File: src/rtl/io_pkg.sv
`default_nettype none
// ============================================================================
//  Module      : io_pkg
//  Description : Shared definitions for the I/O event handler: helpers that
//                turn time spans into clock-cycle counts, and the encoding
//                of the per-button hold classifier states.
//  Contents    : us_to_cycles(freq_hz, len_us) -> cycles
//                ms_to_cycles(freq_hz, len_ms) -> cycles
//                ST_RELEASED / ST_HELD / ST_LONG (2-bit state codes)
//  Revision    : 1.0 - initial release
// ============================================================================
package io_pkg;

   // Cycles per microsecond interval. freq_hz is a whole multiple of 1 MHz.
   function automatic int unsigned us_to_cycles(input int unsigned freq_hz,
                                                input int unsigned len_us);
      return len_us * (freq_hz / 1_000_000);
   endfunction

   function automatic int unsigned ms_to_cycles(input int unsigned freq_hz,
                                                input int unsigned len_ms);
      return len_ms * (freq_hz / 1_000);
   endfunction

   // Hold classifier state encoding
   localparam logic [1:0] ST_RELEASED = 2'd0;
   localparam logic [1:0] ST_HELD     = 2'd1;
   localparam logic [1:0] ST_LONG     = 2'd2;

endpackage
`default_nettype wire

File: src/rtl/button_channel.sv
`default_nettype none
// ============================================================================
//  Module      : button_channel
//  Description : One button path: 2-FF synchroniser, polarity normalisation,
//                debounce and press / short-release / long-hold classifier.
//  Ports       : sys_clk, sys_rst_n  - clock, async active-low reset
//                btn_raw             - raw asynchronous button input
//                btn_level           - debounced level, 1 = pressed
//                btn_press           - 1-cycle pulse on accepted press
//                btn_short           - 1-cycle pulse on release (no long)
//                btn_long            - 1-cycle pulse when hold hits LONG_COUNT
//  Revision    : 1.0 - initial release
// ============================================================================
module button_channel
   import io_pkg::*;
#(
   parameter bit          ACTIVE_LOW     = 1'b1,
   parameter int unsigned DEBOUNCE_COUNT = 12_000,
   parameter int unsigned LONG_COUNT     = 12_000_000
) (
   input  logic sys_clk,
   input  logic sys_rst_n,
   input  logic btn_raw,
   output logic btn_level,
   output logic btn_press,
   output logic btn_short,
   output logic btn_long
);

   localparam int unsigned     c_DB_W      = $clog2(DEBOUNCE_COUNT + 1);
   localparam int unsigned     c_HOLD_W    = $clog2(LONG_COUNT + 1);
   localparam logic [c_DB_W-1:0]   c_DB_LAST   = c_DB_W'(DEBOUNCE_COUNT - 1);
   localparam logic [c_HOLD_W-1:0] c_HOLD_LAST = c_HOLD_W'(LONG_COUNT - 1);
   localparam logic [c_HOLD_W-1:0] c_HOLD_MAX  = c_HOLD_W'(LONG_COUNT);
   localparam logic            c_IDLE      = ACTIVE_LOW;

   logic [1:0]          r_sync;
   logic                w_synced;
   logic                r_level;
   logic [c_DB_W-1:0]   r_db_cnt;
   logic [1:0]          r_state;
   logic [1:0]          w_state_nxt;
   logic [c_HOLD_W-1:0] r_hold_cnt;
   logic                w_long_hit;

   // Synchroniser resets to the idle raw level so no phantom edge appears
   always_ff @(posedge sys_clk or negedge sys_rst_n) begin
      if (!sys_rst_n) r_sync <= {2{c_IDLE}};
      else            r_sync <= {r_sync[0], btn_raw};
   end

   // XOR with the idle level yields active-high "pressed"
   assign w_synced = r_sync[1] ^ c_IDLE;

   // Debounce: count consecutive cycles of disagreement, accept at the last
   always_ff @(posedge sys_clk or negedge sys_rst_n) begin
      if (!sys_rst_n) begin
         r_level  <= 1'b0;
         r_db_cnt <= '0;
      end else if (w_synced == r_level) begin
         r_db_cnt <= '0;
      end else if (r_db_cnt == c_DB_LAST) begin
         r_level  <= ~r_level;
         r_db_cnt <= '0;
      end else begin
         r_db_cnt <= r_db_cnt + 1'b1;
      end
   end

   assign btn_level  = r_level;
   assign w_long_hit = (r_hold_cnt == c_HOLD_LAST);

   // Classifier: state register and hold counter
   always_ff @(posedge sys_clk or negedge sys_rst_n) begin
      if (!sys_rst_n) begin
         r_state    <= ST_RELEASED;
         r_hold_cnt <= '0;
      end else begin
         r_state <= w_state_nxt;
         if (r_state == ST_RELEASED)
            r_hold_cnt <= '0;
         else if (r_state == ST_HELD && r_hold_cnt != c_HOLD_MAX)
            r_hold_cnt <= r_hold_cnt + 1'b1;
      end
   end

   // Classifier: next state. Reaching the long threshold wins over a
   // simultaneous release, so a hold of exactly LONG_COUNT is a long press.
   always_comb begin
      w_state_nxt = r_state;
      case (r_state)
         ST_RELEASED: if (r_level)      w_state_nxt = ST_HELD;
         ST_HELD: begin
            if (w_long_hit)             w_state_nxt = ST_LONG;
            else if (!r_level)          w_state_nxt = ST_RELEASED;
         end
         ST_LONG:     if (!r_level)     w_state_nxt = ST_RELEASED;
         default:                       w_state_nxt = ST_RELEASED;
      endcase
   end

   // Classifier: event pulses, decoded from the current state and level so
   // that press coincides with the level rise and short with the level fall.
   always_comb begin
      btn_press = (r_state == ST_RELEASED) &&  r_level;
      btn_long  = (r_state == ST_HELD)     &&  w_long_hit;
      btn_short = (r_state == ST_HELD)     && !r_level && !w_long_hit;
   end

endmodule
`default_nettype wire

File: src/rtl/io_event_handler.sv
`default_nettype none
// ============================================================================
//  Module      : io_event_handler
//  Description : Button and LED front end for the MITM logic. Debounces and
//                classifies NUM_BUTTONS buttons, steps a one-hot mode with
//                button 0 (short = forward, long = backward) and stretches
//                the comm-activity LED.
//  Ports       : sys_clk, sys_rst_n      - clock, async active-low reset
//                btn_in[NUM_BUTTONS]     - raw buttons
//                comm_active             - raw bus-activity flag
//                btn_level/press/short/long[NUM_BUTTONS] - button events
//                mode_select, mode_leds  - one-hot mode
//                mode_changed            - pulse when the mode updates
//                comm_active_led         - stretched activity indicator
//  Revision    : 1.0 - initial release
// ============================================================================
module io_event_handler
   import io_pkg::*;
#(
   parameter int unsigned NUM_BUTTONS        = 3,
   parameter int unsigned NUM_MITM_MODES     = 4,
   parameter bit          BUTTONS_ACTIVE_LOW = 1'b1,
   parameter int unsigned SYS_FREQ_HZ        = 12_000_000,
   parameter int unsigned DEBOUNCE_LEN_US    = 1_000,
   parameter int unsigned LONG_PRESS_MS      = 1_000,
   parameter int unsigned LED_HOLD_MS        = 50
) (
   input  logic                      sys_clk,
   input  logic                      sys_rst_n,
   input  logic [NUM_BUTTONS-1:0]    btn_in,
   input  logic                      comm_active,
   output logic [NUM_BUTTONS-1:0]    btn_level,
   output logic [NUM_BUTTONS-1:0]    btn_press,
   output logic [NUM_BUTTONS-1:0]    btn_short,
   output logic [NUM_BUTTONS-1:0]    btn_long,
   output logic [NUM_MITM_MODES-1:0] mode_select,
   output logic                      mode_changed,
   output logic [NUM_MITM_MODES-1:0] mode_leds,
   output logic                      comm_active_led
);

   localparam int unsigned c_DEBOUNCE_COUNT = us_to_cycles(SYS_FREQ_HZ, DEBOUNCE_LEN_US);
   localparam int unsigned c_LONG_COUNT     = ms_to_cycles(SYS_FREQ_HZ, LONG_PRESS_MS);
   localparam int unsigned c_LED_COUNT      = ms_to_cycles(SYS_FREQ_HZ, LED_HOLD_MS);
   localparam int unsigned c_LED_W          = $clog2(c_LED_COUNT + 1);
   localparam logic [c_LED_W-1:0]        c_LED_RELOAD = c_LED_W'(c_LED_COUNT);
   localparam logic [NUM_MITM_MODES-1:0] c_MODE_RESET = {{(NUM_MITM_MODES-1){1'b0}}, 1'b1};

   logic [NUM_MITM_MODES-1:0] r_mode;
   logic                      r_mode_changed;
   logic [1:0]                r_comm_sync;
   logic                      w_comm_synced;
   logic [c_LED_W-1:0]        r_led_cnt;

   genvar gi;
   generate
      for (gi = 0; gi < NUM_BUTTONS; gi++) begin : g_btn
         button_channel #(
            .ACTIVE_LOW     (BUTTONS_ACTIVE_LOW),
            .DEBOUNCE_COUNT (c_DEBOUNCE_COUNT),
            .LONG_COUNT     (c_LONG_COUNT)
         ) u_channel (
            .sys_clk   (sys_clk),
            .sys_rst_n (sys_rst_n),
            .btn_raw   (btn_in[gi]),
            .btn_level (btn_level[gi]),
            .btn_press (btn_press[gi]),
            .btn_short (btn_short[gi]),
            .btn_long  (btn_long[gi])
         );
      end
   endgenerate

   // Mode rotation; a single button cannot give short and long together
   always_ff @(posedge sys_clk or negedge sys_rst_n) begin
      if (!sys_rst_n) begin
         r_mode         <= c_MODE_RESET;
         r_mode_changed <= 1'b0;
      end else begin
         r_mode_changed <= 1'b0;
         if (btn_short[0]) begin
            r_mode         <= {r_mode[NUM_MITM_MODES-2:0], r_mode[NUM_MITM_MODES-1]};
            r_mode_changed <= 1'b1;
         end else if (btn_long[0]) begin
            r_mode         <= {r_mode[0], r_mode[NUM_MITM_MODES-1:1]};
            r_mode_changed <= 1'b1;
         end
      end
   end

   assign mode_select  = r_mode;
   assign mode_leds    = r_mode;
   assign mode_changed = r_mode_changed;

   always_ff @(posedge sys_clk or negedge sys_rst_n) begin
      if (!sys_rst_n) r_comm_sync <= 2'b00;
      else            r_comm_sync <= {r_comm_sync[0], comm_active};
   end

   assign w_comm_synced = r_comm_sync[1];

   // Activity keeps the hold counter topped up; it drains once activity stops
   always_ff @(posedge sys_clk or negedge sys_rst_n) begin
      if (!sys_rst_n)             r_led_cnt <= '0;
      else if (w_comm_synced)     r_led_cnt <= c_LED_RELOAD;
      else if (r_led_cnt != '0)   r_led_cnt <= r_led_cnt - 1'b1;
   end

   assign comm_active_led = w_comm_synced | (r_led_cnt != '0);

endmodule
`default_nettype wire

File: config.mk
export PLATFORM = sky130hd
export DESIGN_NAME = io_event_handler
export DESIGN_NICKNAME = d
export VERILOG_FILES = /design/src/rtl/io_pkg.sv /design/src/rtl/button_channel.sv /design/src/rtl/io_event_handler.sv
export SDC_FILE = /design/constraint.sdc
export NUM_CORES = 1
export LEC_CHECK = 0
export CAP_MARGIN = 20
export CORE_MARGIN = 5
export CORE_UTILIZATION = 60
export CTS_CLUSTER_DIAMETER = 100
export DETAILED_ROUTE_END_ITERATION = 12
export PLACE_DENSITY = 0.78
export SETUP_SLACK_MARGIN = 0.3
export SKIP_CTS_REPAIR_TIMING = 1
export SLEW_MARGIN = 5
export SYNTH_ARGS = -nofsm -noshare
export SYNTH_HDL_FRONTEND = slang
export SYNTH_SLANG_ARGS = --single-unit
File: constraint.sdc
create_clock -name sys_clk -period 3.7 [get_ports sys_clk]
set_input_delay 0.74 -clock sys_clk [delete_from_list [all_inputs] [get_ports sys_clk]]
set_output_delay 0.74 -clock sys_clk [all_outputs]
set_load 0.05 [all_outputs]
==> results of run 1 <==
[state kept, by name, indices dropped and copies added, names as in the netlist]
| name | count |
|---|---|
| g_btn.u_channel.btn_level | 3 |
| g_btn.u_channel.r_hold_cnt | 72 |
| mode_leds | 4 |
| g_btn.u_channel.r_state | 6 |
| g_btn.u_channel.r_sync | 6 |
| r_comm_sync | 2 |
| g_btn.u_channel.r_db_cnt | 42 |
| r_led_cnt | 20 |
| mode_changed | 1 |
[stage by stage]
stage | instances | hold WS [ns]
2_1_floorplan | 841 | 0.331
3_3_place_gp | 1006 | 0.334
3_5_place_dp | 1006 | 0.338
6_report | 1049 | 0.311
5_1_grt | 1049 | 0.365
4_1_cts | 1038 | 0.342
[logic make-up after synthesis]
group | share of synthesized area
AOI/OAI and AO/OA | 0.0959
xor gates and xnor gates | 0.0658
adders and majority gates | 0.0170
buffers and inverters | 0.0521
DFF | 0.482
muxes | 0.0322
and+or+nand+nor | 0.255
[synthesized netlist by cell type, types with 11 or more instances]
cell type  count  area share
o31ai_1       20       0.019
nor3_1        20       0.012
a21oi_1       13      0.0080
o21ai_0       22       0.014
ha_1          11       0.017
nor4_1        19       0.015
nand4_1       21       0.016
xor2_1        25       0.027
mux2i_1       25       0.031
nand2_1       72       0.033
or3_1         11      0.0085
and3_1        16       0.012
nand3_1       62       0.038
nand2b_1      11      0.0085
or4_1         15       0.014
buf_4         19       0.018
nor2_1        96       0.044
clkbuf_1      22       0.010
dfrtp_1      149        0.46
o211ai_1      11       0.010
inv_1         39       0.018
xnor2_1       36       0.039
[report_power, final]
group          total [µW]  internal [µW]  switching [µW]  leakage [µW]
Sequential           1760           1740            28.2       0.00209
Clock                2130           1450             677      0.000350
Combinational         132           49.6            82.1       0.00135
[worst max-delay path by stage]
| stage | start | slack (ns) | to |
|---|---|---|---|
| 2_1_floorplan | g_btn[0].u_channel.r_hold_cnt[10]$_DFFE_PN0P_ | 0.73 | btn_long[0] |
| 3_3_place_gp | r_led_cnt[17]$_DFFE_PN0P_ | 0.27 | comm_active_led |
| 3_5_place_dp | r_led_cnt[16]$_DFFE_PN0P_ | 0.21 | comm_active_led |
| 4_1_cts | r_led_cnt[16]$_DFFE_PN0P_ | -0.27 | comm_active_led |
| 5_1_grt | r_led_cnt[17]$_DFFE_PN0P_ | 0.05 | comm_active_led |
| 6_report | r_led_cnt[16]$_DFFE_PN0P_ | 0.14 | comm_active_led |
[final cells by class]
type / count / area, µm²
clock buffers: 21 / 470
clock inverters: 11 / 260
fillers: 997 / 3980
inverters: 39 / 146
multi-input cells: 600 / 3800
flip-flops and latches: 156 / 3920
well taps: 176 / 220
repair buffers: 46 / 440
[per-layer routing]
layer / share of wire / up-vias
met5: 0 / -
met4: 0.018 / 0
met3: 0.038 / 25
met2: 0.50 / 147
met1: 0.44 / 3095
li1: - / 3023
==> impl_results.md, run 1 <==
* Number of buffers created by CTS at 17
* IO buf count at 27
* Setup violators final at 0
* Synth Area per Inst at 9.65 µm²
* Placed inst area at 8400 µm²
* Avg WL per Cell at 15.5 µm
* Total iterations of the first detailed-routing run at 5
* DRT iter0 DRCs at between 400 and 500
* RSZ-0062 raised after global routing: yes
* N_diodes at 0
* CTS root buf: clkbuf_16
* Post-synthesis sequential area ratio at 0.482
* Post-synth ARST share at 1.00
* Final hold violation count at 0
* Total wire length at 16300 µm
* Synthesized area at 8110 µm²
* P&R area growth vs syn at 14.1%
* CTS tree: yes
* Crit Path Category: register to primary output
* Power Density at 435 nW/µm²
* Die footprint at 15900 µm²
* Tcrit/Tclk final at 0.963
* Synth Register Bits at around 160
* Syn. warnings at 0
* WP data required at 2.96 ns
* Routed vias/inst at 6.00
* Total gr overflow at 0
* Worst-Skew Late Latency at 0.42 ns
* Layout cells sized above 1 at 0.111
* Slew @ Worst Pin at around 0.83 ns
* Final core occ at 0.699
* Max clock buf depth at 2
* Number of global-route vias before repair at 6308
* Number of synthesized flops with an enable pin at 0
* Initial antenna violation count at 0
* Maximum vdd drop at 268 µV
* Status: finished clean
* ANT nets after route at 0
* Crit-path slowest cell: or4b_2
* Final Net Count at between 800 and 900
* Final setup margin at 0.136 ns
* GR Util met2 at 0.360
* Max cap viols at 0
* Total number of vias at between 6000 and 7000
* FF-to-FF path depth at 5
* Routing usage on met3 at 0.0425
* Initial core utilization at 0.613
* GRT busiest layer: met2
* Setup TNS at 0 ns
* Most frequent cells in the layout: dfrtp_1 (146), nor2_1 (96), nand2_1 (72)
* DP HPWL at 10700 µm
* First-pass GRT wire length at 28800 µm
* Post-route cell area at 9260 µm²
* Row count at 42
* H-Tree Depth at 4
* Post-synth top flop: dfrtp_1
* Design Power at 4030 µW
* Most common cell after layout, fill and taps aside: dfrtp_1
* Largest net degree at the start of global routing at 75
* Total I/O pin count at 28
* Gpl congestion at 0.864
* Grt met1 use at 0.273
* Syn nets at 858
* Reg2reg setup slack at 1.03 ns
* Total stage count of the critical path at 4
* Max Transition Viols Final at 0
* Worst setup SP type: register
* CP Buf/Inv Count at 1
* Count of cell types in the netlist at 60
* Max Fanout on Critical Path at 6
* FF-to-FF Start: g_btn[2].u_channel.r_hold_cnt[13]$_DFFE_PN0P_
* Clk slew on worst S/H paths at 0.06 ns
* CP top delay family: simple AND/OR/NAND/NOR gates
* Die X at 126 µm
* Crit-path max cell delay at 0.71 ns
* Max Fclk at 281 MHz
* Total clock sinks at between 150 and 200
* Post-Synthesis Cells at 841
* Worst R2R End: g_btn[2].u_channel.r_hold_cnt[6]$_DFFE_PN0P_
* Core area at between 10000 and 15000 µm²
* Setup WS pre-CTS at 0.214 ns
* Slew HR at 0.448
* Clock Skew at 0.00604 ns
* # DRC at 0
* Crit end category: primary output
* GRT Util Overall at 0.214
* Static leakage at 0.00379 µW
* Height of the die at 126 µm
* Cell breakdown of the critical path: or4_1, or4b_2, or3_1, dlymetal6s2s_1
* Min Tclk post-route at 3.56 ns
* Worst hold path class: input pin to async pin
* Critical Path AT at roughly 2.8 ns
Note: power is estimated with default switching activity, not from simulation.
==> run 2, diff against run 1 <==
--- a/config.mk
+++ b/config.mk
@@ -6,7 +6,7 @@
 export NUM_CORES = 1
 export LEC_CHECK = 0
 export CAP_MARGIN = 20
-export CORE_MARGIN = 5
+export CORE_MARGIN = 2
 export CORE_UTILIZATION = 60
 export CTS_CLUSTER_DIAMETER = 100
 export DETAILED_ROUTE_END_ITERATION = 12
==> run 2 against run 1 <==
Effect of this change:
- first-iteration DRC count grew 14%
- global-route usage grew 2.1 points
- sequential share of layout area grew 1.1 points
- combinational power is essentially flat
- count of clock-buffer cells in the layout shrank 1
- highest routed layer unchanged
==> impl_results.md, run 2 (synthesis gave the netlist of run 1 again) <==
* N_diodes at 0
* Max Fanout on Critical Path at 6
* Slew @ Worst Pin at roughly 1.0 ns
* Max Fclk at 284 MHz
* Sequential power share at 0.484
* Total gr overflow at 0
* Max cap viols at 0
* DP HPWL at 10700 µm
* Avg WL per Cell at ~15 µm
* Routed vias/inst at 5.97
* Final Net Count at 864
* Slew HR at 0.312
* Clock Skew at 0.00722 ns
* WP data required at around 3.0 ns
* Switch share at 0.216
* Setup violators final at 0
* Worst setup SP type: register
* Top flop regs: g_btn.u_channel.r_hold_cnt x72, g_btn.u_channel.r_db_cnt x42, r_led_cnt x20
* P&R area growth vs syn at 11.1%
* Static leakage at around 0.0037 µW
* Total clock sinks at 156
* Combinational power share at 0.036
* Number of buffers created by CTS at 17
* Met1 WL at about 7300 µm
* CTS tree: yes
* CTS root buf: clkbuf_16
* Min Tclk post-route at 3.52 ns
* Most common cell after layout, fill and taps aside: dfrtp_1
* Die X at ~120 µm
* Clock share of power at 0.481
* First-pass GRT wire length at 28100 µm
* GRT Util Overall at 0.235
* DR top layer: met4
* Setup TNS at 0 ns
* Critical Path AT at 2.78 ns
* ANT nets after route at 0
* Worst hold path class: input pin to async pin
* Number of flip-flops in the largest register at 72
* Core area at between 10000 and 15000 µm²
* Worst-Skew Late Latency at around 0.42 ns
* Crit Path Category: register to primary output
* Initial antenna violation count at 0
* Total number of vias at 6190
* Number of global-route vias before repair at 6242
* IO buf count at 27
* Height of the die at 120 µm
* DRT iter0 DRCs at approximately 480
* Maximum vdd drop at 302 µV
* Largest reg by FF count: g_btn.u_channel.r_hold_cnt
* Most frequent cells in the layout: dfrtp_1 (149), nor2_1 (96), nand2_1 (72)
* Internal power at around 2900 µW
* Total iterations of the first detailed-routing run at 6
* RSZ-0062 raised after global routing: yes
* Max clock buf depth at 2
* Final hold violation count at 0
* H-Tree Depth at 4
* Layout cells sized above 1 at 0.0942
* Die footprint at 14500 µm²
* Design Power at 3650 µW
* Largest net degree at the start of global routing at 85
* Total wire length at 15900 µm
* Gpl congestion at 0.901
* Tcrit/Tclk final at 0.951
* Status: finished clean
* Power Density at 405 nW/µm²
* Max Transition Viols Final at 0
* Met2 routed WL at 7940 µm
* Switching power total at 789 µW
* Total I/O pin count at 28
* Clk slew on worst S/H paths at 0.06 ns
* # DRC at 0
* DR WL met3 at about 470 µm
* Crit end category: primary output
* FF-to-FF path depth at 5
* Initial core utilization at 0.613
* Row count at 42
run 2: changes by cell type in the layout (fill, tap and decap cells not counted), sizes merged:
cell,before,now
clkinv,1,7
bufinv,8,3
clkbuf,21,20
buf,24,11
run 2: cell type report:
type | count | area (µm²)
Tap cell | 176 | 220
Sequential cell | 156 | 3910
Multi-Input combinational cell | 600 | 3800
Fill cell | 1010 | 4230
Timing Repair Buffer | 33 | 339
Inverter | 39 | 146
Clock inverter | 12 | 148
Clock buffer | 20 | 447
run 2: power groups by stage:
stage | sequential [µW] | clock (µW) | combinational (µW)
after floorplan | 1790 | 0 | 72.3
after global placement | 1790 | 0 | 126
after detailed placement | 1790 | 0 | 131
after CTS | 1760 | 1780 | 134
after global routing | 1770 | 1860 | 151
final | 1760 | 1750 | 131
run 2: worst max-delay path, cell delays in order, from the launching register on:
cell            delay, ns
dfrtp_1              0.38
or4_1                0.60
or4b_2               0.72
or3_1                0.35
dlymetal6s2s_1       0.32
run 2: metal layers:
| metal | track usage | up-vias |
|---|---|---|
| li1 | - | 2994 |
| met5 | 0 | - |
| met3 | 0.0476 | 14 |
| met4 | 0.0828 | 0 |
| met1 | 0.304 | 3081 |
| met2 | 0.396 | 101 |
run 2: per-stage QoR:
step	hold slack (ns)	worst slack, ns	area, µm²	utilization	instances
after global routing	0.364	0.124	9020	0.681	1036
after detailed placement	0.350	0.224	8390	0.634	1004
after floorplan	0.331	0.726	8110	-	841
after CTS	0.358	-0.232	8980	0.678	1036
after global placement	0.344	0.267	8390	0.634	1004
final	0.347	0.182	9020	0.681	1036
run 2: worst paths after layout:
check | start | end | slack, ns
max | r_led_cnt[17]$_DFFE_PN0P_ | comm_active_led | 0.18
min | sys_rst_n | r_led_cnt[13]$_DFFE_PN0P_ | 0.35
max reg2reg | g_btn[2].u_channel.r_hold_cnt[15]$_DFFE_PN0P_ | g_btn[2].u_channel.r_hold_cnt[8]$_DFFE_PN0P_ | 1.03
min reg2reg | g_btn[2].u_channel.r_sync[0]$_DFF_PN1_ | g_btn[2].u_channel.r_sync[1]$_DFF_PN1_ | 0.36
max in group asynchronous | sys_rst_n | g_btn[1].u_channel.r_sync[0]$_DFF_PN1_ | 2.29
min in group sys_clk | g_btn[2].u_channel.r_sync[0]$_DFF_PN1_ | g_btn[2].u_channel.r_sync[1]$_DFF_PN1_ | 0.36
==> run 3, diff against run 2 <==
--- a/config.mk
+++ b/config.mk
@@ -13,7 +13,7 @@
 export PLACE_DENSITY = 0.78
 export SETUP_SLACK_MARGIN = 0.3
 export SKIP_CTS_REPAIR_TIMING = 1
-export SLEW_MARGIN = 5
+export SLEW_MARGIN = 15
 export SYNTH_ARGS = -nofsm -noshare
 export SYNTH_HDL_FRONTEND = slang
 export SYNTH_SLANG_ARGS = --single-unit
==> results of run 3 <==
No change in the layout: final DEF, timing and power equal those of run 2.
